==> src/rtl/button_events_if.sv <==
// Signal bundle for the two-button debouncer: raw active-low pins in, debounced
// level and one-cycle event pulses out (bit 0 = BTN_A, bit 1 = BTN_B).
interface button_events_if;
  logic       BTN_A;
  logic       BTN_B;
  logic [1:0] pressed;
  logic [1:0] press_evt;
  logic [1:0] release_evt;
  logic [1:0] long_evt;

  modport master (
    output BTN_A, BTN_B,
    input  pressed, press_evt, release_evt, long_evt
  );

  modport slave (
    input  BTN_A, BTN_B,
    output pressed, press_evt, release_evt, long_evt
  );
endinterface

==> src/rtl/button_events.sv <==
// Two independent button debouncers with press, release and long-press events.
// Pins are synchronized, then each button runs its own FSM with registered outputs.
//
// state  | meaning
// -------+-------------------------------------------------------------
// IDLE   | released and stable, waiting for raw press
// DEB_DN | raw press seen, counting stable-low time before accepting
// HELD   | press accepted, counting toward long-press
// LONG   | long-press reported, waiting for release
// DEB_UP | raw release seen, counting stable-high time before accepting
module button_events #(
  parameter int DEBOUNCE_CYCLES = 240000,
  parameter int LONG_CYCLES     = 24000000
) (
  input logic            XTAL_IN,
  input logic            RST,
  button_events_if.slave btn
);

  localparam int DEB_W  = (DEBOUNCE_CYCLES > 1) ? $clog2(DEBOUNCE_CYCLES) : 1;
  localparam int LONG_W = (LONG_CYCLES > 1) ? $clog2(LONG_CYCLES) : 1;

  localparam logic [DEB_W-1:0]  DEB_LAST  = DEB_W'(DEBOUNCE_CYCLES - 1);
  localparam logic [LONG_W-1:0] LONG_LAST = LONG_W'(LONG_CYCLES - 1);
  localparam logic [DEB_W-1:0]  DEB_ONE   = DEB_W'(1);
  localparam logic [LONG_W-1:0] LONG_ONE  = LONG_W'(1);

  localparam logic [2:0] IDLE   = 3'd0;
  localparam logic [2:0] DEB_DN = 3'd1;
  localparam logic [2:0] HELD   = 3'd2;
  localparam logic [2:0] LONG   = 3'd3;
  localparam logic [2:0] DEB_UP = 3'd4;

  logic [1:0] pins;
  logic [1:0] sync1;
  logic [1:0] sync2;
  logic [1:0] raw_pressed;

  assign pins = {btn.BTN_B, btn.BTN_A};

  // Synchronizer resets to the released (high) pin level.
  always_ff @(posedge XTAL_IN) begin
    if (RST) begin
      sync1 <= 2'b11;
      sync2 <= 2'b11;
    end else begin
      sync1 <= pins;
      sync2 <= sync1;
    end
  end

  assign raw_pressed = ~sync2;

  for (genvar i = 0; i < 2; i++) begin : g_btn
    logic [2:0]        state;
    logic [DEB_W-1:0]  deb_cnt;
    logic [LONG_W-1:0] long_cnt;
    logic              long_flag;
    logic              pressed_r;
    logic              press_r;
    logic              release_r;
    logic              long_r;

    always_ff @(posedge XTAL_IN) begin
      if (RST) begin
        state     <= IDLE;
        deb_cnt   <= '0;
        long_cnt  <= '0;
        long_flag <= 1'b0;
        pressed_r <= 1'b0;
        press_r   <= 1'b0;
        release_r <= 1'b0;
        long_r    <= 1'b0;
      end else begin
        press_r   <= 1'b0;
        release_r <= 1'b0;
        long_r    <= 1'b0;
        case (state)
          IDLE: begin
            if (raw_pressed[i]) begin
              state   <= DEB_DN;
              deb_cnt <= '0;
            end
          end
          DEB_DN: begin
            if (!raw_pressed[i]) begin
              state <= IDLE;
            end else if (deb_cnt == DEB_LAST) begin
              state     <= HELD;
              press_r   <= 1'b1;
              pressed_r <= 1'b1;
              long_cnt  <= '0;
              long_flag <= 1'b0;
            end else begin
              deb_cnt <= deb_cnt + DEB_ONE;
            end
          end
          HELD: begin
            if (!raw_pressed[i]) begin
              state   <= DEB_UP;
              deb_cnt <= '0;
            end else if (long_cnt == LONG_LAST) begin
              state     <= LONG;
              long_r    <= 1'b1;
              long_flag <= 1'b1;
            end else begin
              long_cnt <= long_cnt + LONG_ONE;
            end
          end
          LONG: begin
            if (!raw_pressed[i]) begin
              state   <= DEB_UP;
              deb_cnt <= '0;
            end
          end
          DEB_UP: begin
            // A bounce back to pressed resumes where it left off; long_cnt was frozen.
            if (raw_pressed[i]) begin
              state <= long_flag ? LONG : HELD;
            end else if (deb_cnt == DEB_LAST) begin
              state     <= IDLE;
              release_r <= 1'b1;
              pressed_r <= 1'b0;
            end else begin
              deb_cnt <= deb_cnt + DEB_ONE;
            end
          end
          default: begin
            state <= IDLE;
          end
        endcase
      end
    end

    assign btn.pressed[i]     = pressed_r;
    assign btn.press_evt[i]   = press_r;
    assign btn.release_evt[i] = release_r;
    assign btn.long_evt[i]    = long_r;
  end

endmodule

==> src/flat_wrapper.sv <==
// flat-port wrapper written by rule: the top's interface ports become plain ports
module button_events_flat 
#(
  parameter int DEBOUNCE_CYCLES = 240000,
  parameter int LONG_CYCLES     = 24000000
)
  (XTAL_IN, RST, btn_BTN_A, btn_BTN_B, btn_pressed, btn_press_evt, btn_release_evt, btn_long_evt);
  button_events_if btn_i ();
  input logic XTAL_IN;
  input logic RST;
  input wire logic [$bits(btn_i.BTN_A)-1:0] btn_BTN_A;
  input wire logic [$bits(btn_i.BTN_B)-1:0] btn_BTN_B;
  output wire logic [$bits(btn_i.pressed)-1:0] btn_pressed;
  output wire logic [$bits(btn_i.press_evt)-1:0] btn_press_evt;
  output wire logic [$bits(btn_i.release_evt)-1:0] btn_release_evt;
  output wire logic [$bits(btn_i.long_evt)-1:0] btn_long_evt;
  assign btn_i.BTN_A = btn_BTN_A;
  assign btn_i.BTN_B = btn_BTN_B;
  assign btn_pressed = btn_i.pressed;
  assign btn_press_evt = btn_i.press_evt;
  assign btn_release_evt = btn_i.release_evt;
  assign btn_long_evt = btn_i.long_evt;
  button_events #(.DEBOUNCE_CYCLES(DEBOUNCE_CYCLES), .LONG_CYCLES(LONG_CYCLES)) u_core (.XTAL_IN(XTAL_IN), .RST(RST), .btn(btn_i));
endmodule
==> config.mk <==
export PLATFORM = sky130hd
export DESIGN_NAME = button_events_flat
export DESIGN_NICKNAME = d
export VERILOG_FILES = /design/src/rtl/button_events_if.sv /design/src/rtl/button_events.sv /design/src/flat_wrapper.sv
export SDC_FILE = /design/constraint.sdc
export NUM_CORES = 1
export LEC_CHECK = 0
export CORE_MARGIN = 2
export CORE_UTILIZATION = 30
export CTS_BUF_LIST = sky130_fd_sc_hd__clkbuf_16
export DETAILED_ROUTE_END_ITERATION = 12
export PLACE_DENSITY_LB_ADDON = 0.15
export SLEW_MARGIN = 10
export SYNTH_ARGS = -nofsm -noshare
export SYNTH_HDL_FRONTEND = slang
export SYNTH_SLANG_ARGS = --single-unit
==> constraint.sdc <==
create_clock -name XTAL_IN -period 2.8 [get_ports XTAL_IN]
set_input_delay 0.56 -clock XTAL_IN [delete_from_list [all_inputs] [get_ports XTAL_IN]]
set_output_delay 0.56 -clock XTAL_IN [all_outputs]
set_load 0.02 [all_outputs]
==> results of run 1 <==
==> per-layer routing <==
metal  track usage (%)  wire length, um
met5                 0                0
met3             2.725              383
met1             20.03             7121
met2             23.65             6681
met4             4.789              164
==> stage by stage <==
stage	area (um^2)	setup WS (ps)	util (%)	instances
after floorplan	5720	608.1	-	703
after global placement	6062	501.8	32.41	923
after detailed placement	6062	407.0	32.41	923
after CTS	6347	383.6	33.93	939
after global routing	6347	23.75	33.93	939
final	6347	365.8	33.93	939
==> critical path, delay by kind of cell, from the launching register on <==
family / cells / cell delay, ps
adder cells (fa/ha/maj): 1 / 280
AND/OR/NAND/NOR: 3 / 890
flip-flops: 1 / 410
AO/OA/AOI/OAI: 2 / 750
==> report_power, final <==
group	leakage, nW	total [W]	internal (W)	switching (W)
Combinational	0.946	0.0000937	0.0000303	0.0000633
Clock	0.140	0.00127	0.000684	0.000586
Sequential	0.855	0.00152	0.00151	0.00000687
Total	1.94	0.00288	0.00223	0.000657
==> layout make-up <==
| class | instances | area, um^2 |
|---|---|---|
| well taps | 234 | 292.8 |
| clock inverters | 7 | 60.06 |
| flip-flops and latches | 106 | 2122 |
| clock buffers | 9 | 225.2 |
| inverters | 15 | 56.30 |
| fillers | 1960 | 12360 |
| multi-input cells | 536 | 3323 |
| repair buffers | 32 | 267.8 |
==> how the worst max path moves through the flow <==
stage / from / endpoint / slack, ps
floorplan: u_core.g_btn[1].deb_cnt[9] / u_core.g_btn[1].long_cnt[5] / 610
global placement: u_core.g_btn[0].long_cnt[0] / u_core.g_btn[0].long_cnt[8] / 500
detailed placement: u_core.g_btn[0].long_cnt[9] / u_core.g_btn[0].long_cnt[6] / 410
CTS: u_core.g_btn[0].long_cnt[0] / u_core.g_btn[0].long_cnt[6] / 380
global route: u_core.g_btn[0].long_cnt[0] / u_core.g_btn[0].long_cnt[18] / 20
finish: u_core.g_btn[0].long_cnt[0] / u_core.g_btn[0].long_cnt[24] / 370
==> Yosys cell counts (8+ instances only) <==
cell	n
dfxtp_1	106
nand2_1	67
a21oi_1	64
nand3_1	41
nor2_1	35
clkbuf_1	28
nand4_1	27
o21ai_0	27
or4_1	22
o31ai_1	20
nand2b_1	17
or3_1	16
inv_1	15
nor3_1	15
nor4_1	15
and3_1	13
mux2i_1	13
or2_2	10
o21a_1	9
buf_4	8
==> flip-flops by register name, indices dropped and copies added (netlist names) <==
name	cells
u_core.g_btn.deb_cnt	36
u_core.g_btn.long_flag	2
u_core.g_btn.long_cnt	50
u_core.sync2	2
u_core.g_btn.pressed_r	2
u_core.g_btn.long_r	2
u_core.sync1	2
u_core.g_btn.press_r	2
u_core.g_btn.release_r	2
u_core.g_btn.state	6
==> kinds of logic (layout without fill, tap and decap cells) <==
| group | Yosys count | after routing |
|---|---|---|
| fa+ha+maj | 4 | 4 |
| simple gates | 320 | 320 |
| compound gates | 187 | 187 |
| mux | 15 | 15 |
| flops | 106 | 106 |
| xor+xnor | 10 | 10 |
| buf+inv | 61 | 63 |
==> metrics.yaml, run 1 <==
cts:
  postCtsSetupBuffers: 0
  ctsLongestPathBuffers: 2
  cts_hold_buf: 0
  cts_tree: "built"
  cts_buffers: 9
  worstSkewPairLatency_ps: 360
  htree_num_levels: 3
  clk_pin_slew_worst_paths_ps: 80
  root_buffer: "clkbuf_16"
  cts.sinks: 106
  post_cts_resized: 0
yosys:
  ys_seq_area_share_pct: 37.10
  synth_fa_ha_area_share_pct: 0.8749
  synth_top_cell_area_share_pct: 37.10
  syn_area_per_cell_um2: 8.137
  synth-compound-area-share_pct: 21.52
  yosysUniqueCellTypes: 67
  netlist_area_mm2: 0.005720
  synthCells: 703
  synth_seq_cells: 106
  synth-async-reset-ratio_pct: 0
  synth-main-ff-cell: "dfxtp_1"
  syn-num-nets: 711
  synth_top_area_cell: "dfxtp_1"
  synth_top_family_by_area: "simple AND/OR/NAND/NOR gates"
  ys_warn_count: 0
  ys_top_cells_by_area: "dfxtp_1, a21oi_1, nand2_1"
  synth_edf_count: 0
  synth-xor-area-share_pct: 1.531
  synthMuxAreaShare_pct: 2.712
  yosys.area_share.simple_pct: 31.45
sta:
  fmax_mhz: 410.8
  hold_ws_ps: 414.7
  maxSlewViolCount: 0
  period_share_pct: 86.93
  fin_worst_skew_ps: 9.285
  setup_viol: 0
  rsz0062_at_grt: "false"
  period_needed_ps: 2434
  tns_ps: 0
  hold_viol_final: 0
  relSlewSlack_pct: 40.14
  worst_slew_pin_slew_ps: 883.9
min_path:
  worstHoldStart: "u_core.sync1[1]"
  hp-class: "register to register"
  min_to: "u_core.sync2[1]"
  min_path_cells: 1
drt:
  viasPerCell: 5.655
  vias: 5310
  firstDrtPassIters: 5
  ant_nets: 0
  first_iter_violations: 408
  drc: 0
  routedWlPerCell_um: 15.28
  drt-total-wl_mm: 14.35
place:
  io_buffers: 11
  place_congestion: 0.8188
  hpwl_mm: 10.07
critical_path:
  cp-end-kind: "register"
  rr_startpoint: "u_core.g_btn[0].long_cnt[0]"
  timing.rr.end: "u_core.g_btn[0].long_cnt[24]"
  criticalPathCategory: "register to register"
  worst-r2r-cell-count: 6
  path_cells: "ha_1, nand4_1, nor4_1, a21bo_2, nand2_1, a311oi_1"
  crit_path_top_delay_cell: "nor4_1"
  crit_required_ps: 3050
  slowest_delay_ps: 440
  critical_path_arrival_ps: 2690
  r2r_slack_ps: 370
  cp_max_fo: 17
  critPathLaunchType: "register"
finish:
  final_common_cell: "dfxtp_1"
  nNetsFinal: 708
  drive_gt1_share_pct: 7.801
  syn2layout_area_growth_pct: 10.96
  mostFrequentLayoutCells: "dfxtp_1, nand2_1, a21oi_1"
  antennaDiodeCount: 0
global_routing:
  first_global_vias: 5034
  antenna_found_initial: 0
  overflow: 0
  grtUsageTotal_pct: 14.74
  grt_max_degree: 41
  grt_pass1_wl_mm: 24.68
floorplanning:
  die_w_um: 142.1
  initial_utilization_pct: 30.58
  row_count: 50
  core_area_mm2: 0.01871
  pin_count: 12
  die_area_mm2: 0.02019
  fp.dieH_um: 142.1
power:
  power.density_mw_per_mm2: 454.1
  ir_drop_v: 0.0003040
  total_power_w: 0.002882
  p_leak_nw: 1.940
run:
  maxCapViolations: 0
outcome:
  status: "finished, final reports clean"
(Power assumes the default switching activity.)
==> run 2, diff against run 1 <==
--- a/config.mk
+++ b/config.mk
@@ -10,7 +10,6 @@
 export CTS_BUF_LIST = sky130_fd_sc_hd__clkbuf_16
 export DETAILED_ROUTE_END_ITERATION = 12
 export PLACE_DENSITY_LB_ADDON = 0.15
-export SLEW_MARGIN = 10
 export SYNTH_ARGS = -nofsm -noshare
 export SYNTH_HDL_FRONTEND = slang
 export SYNTH_SLANG_ARGS = --single-unit
==> results of run 2 <==
Final layout, timing and power as in run 1 (identical DEF).
==> variant, RTL diff (settings of run 2) <==
`LONG_CYCLES` is set to 24000000 in 2 places; all go to 48000000.
--- a/src/rtl/button_events.sv
+++ b/src/rtl/button_events.sv
@@ -12,3 +12,3 @@
   parameter int DEBOUNCE_CYCLES = 240000,
-  parameter int LONG_CYCLES     = 24000000
+  parameter int LONG_CYCLES     = 48000000
 ) (
--- a/src/flat_wrapper.sv
+++ b/src/flat_wrapper.sv
@@ -4,3 +4,3 @@
   parameter int DEBOUNCE_CYCLES = 240000,
-  parameter int LONG_CYCLES     = 24000000
+  parameter int LONG_CYCLES     = 48000000
 )
Check against the original RTL: same outputs for any inputs over 4 cycles, from zero or initial values and one cycle with RST high; that may be too few to reach the edited logic, so the function may still have changed.
==> variant against run 2 <==
- power shrank 0.39%
- via count decreased by 2.8%
- critical path depth grew 2
- synthesized area increased by 1.3%
- routed wire length decreased by 2.8%
- fmax grew 1.1%
- core utilization down 0.17 points
- non-clock buffer count shrank 6
- sequential cell count up 2
- worst setup slack gained 27 ps
- design area up 0.16%
- largest cell class unchanged
==> variant: results (changes against run 2) <==
.. list-table::
   :header-rows: 1

   * - Metric
     - Value
   * - Number of cells on the worst reg-to-reg path
     - 8 (+2)
   * - Fraction of layout instances using a drive strength above 1
     - 8.90% (+1.1 points)
   * - Worst reg2reg setup slack
     - 390 ps (+30 ps)
   * - Largest clock skew in the final design
     - 8.66 ps (-0.621 ps)
   * - Die extent in x
     - 143 um (+0.64%)
   * - Largest net degree at the start of global routing
     - 35 (-15%)
   * - Registers with the most flip-flops
     - u_core.g_btn.long_cnt (52), u_core.g_btn.deb_cnt (36), u_core.g_btn.state (6)
   * - Final HPWL from detailed placement
     - 9830 um (-2.3%)
   * - Via count of the first global-routing pass
     - 4,797 (-4.7%)
   * - Achievable Freq
     - 415 MHz (+1.1%)
   * - Top area cells in the synthesized netlist
     - sky130_fd_sc_hd__dfxtp_1 37%, sky130_fd_sc_hd__a21oi_1 4.7%, sky130_fd_sc_hd__nor2_1 4.1%, sky130_fd_sc_hd__nand3_1 3.9%, sky130_fd_sc_hd__o21ai_0 3.8%
   * - Worst R2R Start
     - u_core.g_btn[1].deb_cnt[0]
   * - Critical-path top delay cell
     - sky130_fd_sc_hd__or4_1
   * - Cell variety after synth
     - 76 (+13%)
   * - Synthesized net count
     - 721 (+1.4%)
   * - Reg2reg end
     - u_core.g_btn[1].long_cnt[19]
   * - Synth cell count leaders
     - 108 x sky130_fd_sc_hd__dfxtp_1, 64 x sky130_fd_sc_hd__nor2_1, 55 x sky130_fd_sc_hd__a21oi_1
   * - Per-cell via count in the routed design
     - 5.33 (-5.7%)
   * - Total cell area at the placement stage
     - 6080 um2 (+0.35%)
   * - Detailed-routing wirelength on met1
     - 6740 um (-5.4%)
   * - Post-layout net count
     - 712 (+0.56%)
   * - Result of the run
     - complete, no violations
   * - Routability congestion estimate
     - 0.792 (-3.3%)
   * - Standby leakage power
     - 0.00194 uW (+0.15%)
   * - Total GRT Usage
     - 14.1% (-0.63 points)
   * - Peak VDD IR
     - 0.266 mV (-13%)
   * - Number of violations reported at the end of detailed-routing iteration 0
     - 327 (-20%)
   * - Endpoint, Worst Hold
     - u_core.sync2[0]
   * - First-pass iteration count of the detailed router
     - 4 (-1)
   * - Top fanout value on the critical path
     - 34 (+17)
   * - Met3 routed wirelength
     - 475 um (+24%)
   * - Sequential-to-total area share from yosys stat
     - 37.3% (+0.21 points)
   * - Transition time at the pin with the least slew margin
     - 1010 ps (+126 ps)
   * - Detailed-routed wire length on met2
     - 6520 um (-2.4%)
   * - Fin Hold WS
     - 428 ps (+13.7 ps)
-- variant: kinds of logic after synthesis --
family          count (synthesis)  share of synthesized area [%]
simple gates                  338                           33.2
compound gates                178                           19.6
flops                         108                           37.3
buf+inv                        61                           5.38
xor+xnor                       23                           3.48
fa+ha+maj                       4                          0.864
mux                             1                          0.173
-- variant: power breakdown --
group / internal [uW] / switching, uW / leakage (uW)
sequential: 1540 / 5.94 / 0.000871
combinational: 25.6 / 55.3 / 0.000932
clock: 674 / 570 / 0.000140
-- variant: how the worst max path moves through the flow --
stage,slack (ps),startpoint,cells past startpoint,end
after CTS,380,u_core.g_btn[0].long_cnt[0],8,u_core.g_btn[0].long_cnt[2]
after floorplan,780,u_core.g_btn[1].deb_cnt[0],9,u_core.g_btn[1].long_cnt[13]
final,390,u_core.g_btn[1].deb_cnt[0],8,u_core.g_btn[1].long_cnt[19]
after global placement,450,u_core.g_btn[1].deb_cnt[0],8,u_core.g_btn[1].long_cnt[19]
after detailed placement,410,u_core.g_btn[0].long_cnt[0],8,u_core.g_btn[0].long_cnt[2]
after global routing,110,u_core.g_btn[0].long_cnt[0],8,u_core.g_btn[0].long_cnt[2]
-- variant: final cells by class --
cell class,count,area share [%]
clock buffers,9,3.54
clock inverters,6,0.768
inverters,15,0.886
multi-input cells,544,52.3
flip-flops and latches,108,34.0
well taps,260,5.12
repair buffers,26,3.42
-- variant: worst reg2reg max path: stages (launching register included) --
cell                      delay (ps)
sky130_fd_sc_hd__dfxtp_1         390
sky130_fd_sc_hd__ha_1            210
sky130_fd_sc_hd__and4_1          230
sky130_fd_sc_hd__nor2b_1         150
sky130_fd_sc_hd__buf_4           190
sky130_fd_sc_hd__a21o_4          160
sky130_fd_sc_hd__nand3_4         260
sky130_fd_sc_hd__or4_1           610
sky130_fd_sc_hd__a21oi_1         150
-- variant: metal layers --
metal,vias up,GRT usage [%]
li1,2621,-
met1,2454,18.4
met2,71,23.0
met3,15,3.45
met4,0,4.48
met5,-,0
-- variant: through the flow --
stage | instances | setup WS (ps)
final | 968 | 393
after global routing | 968 | 113
after CTS | 968 | 384
after detailed placement | 953 | 407
after global placement | 953 | 451
after floorplan | 713 | 778
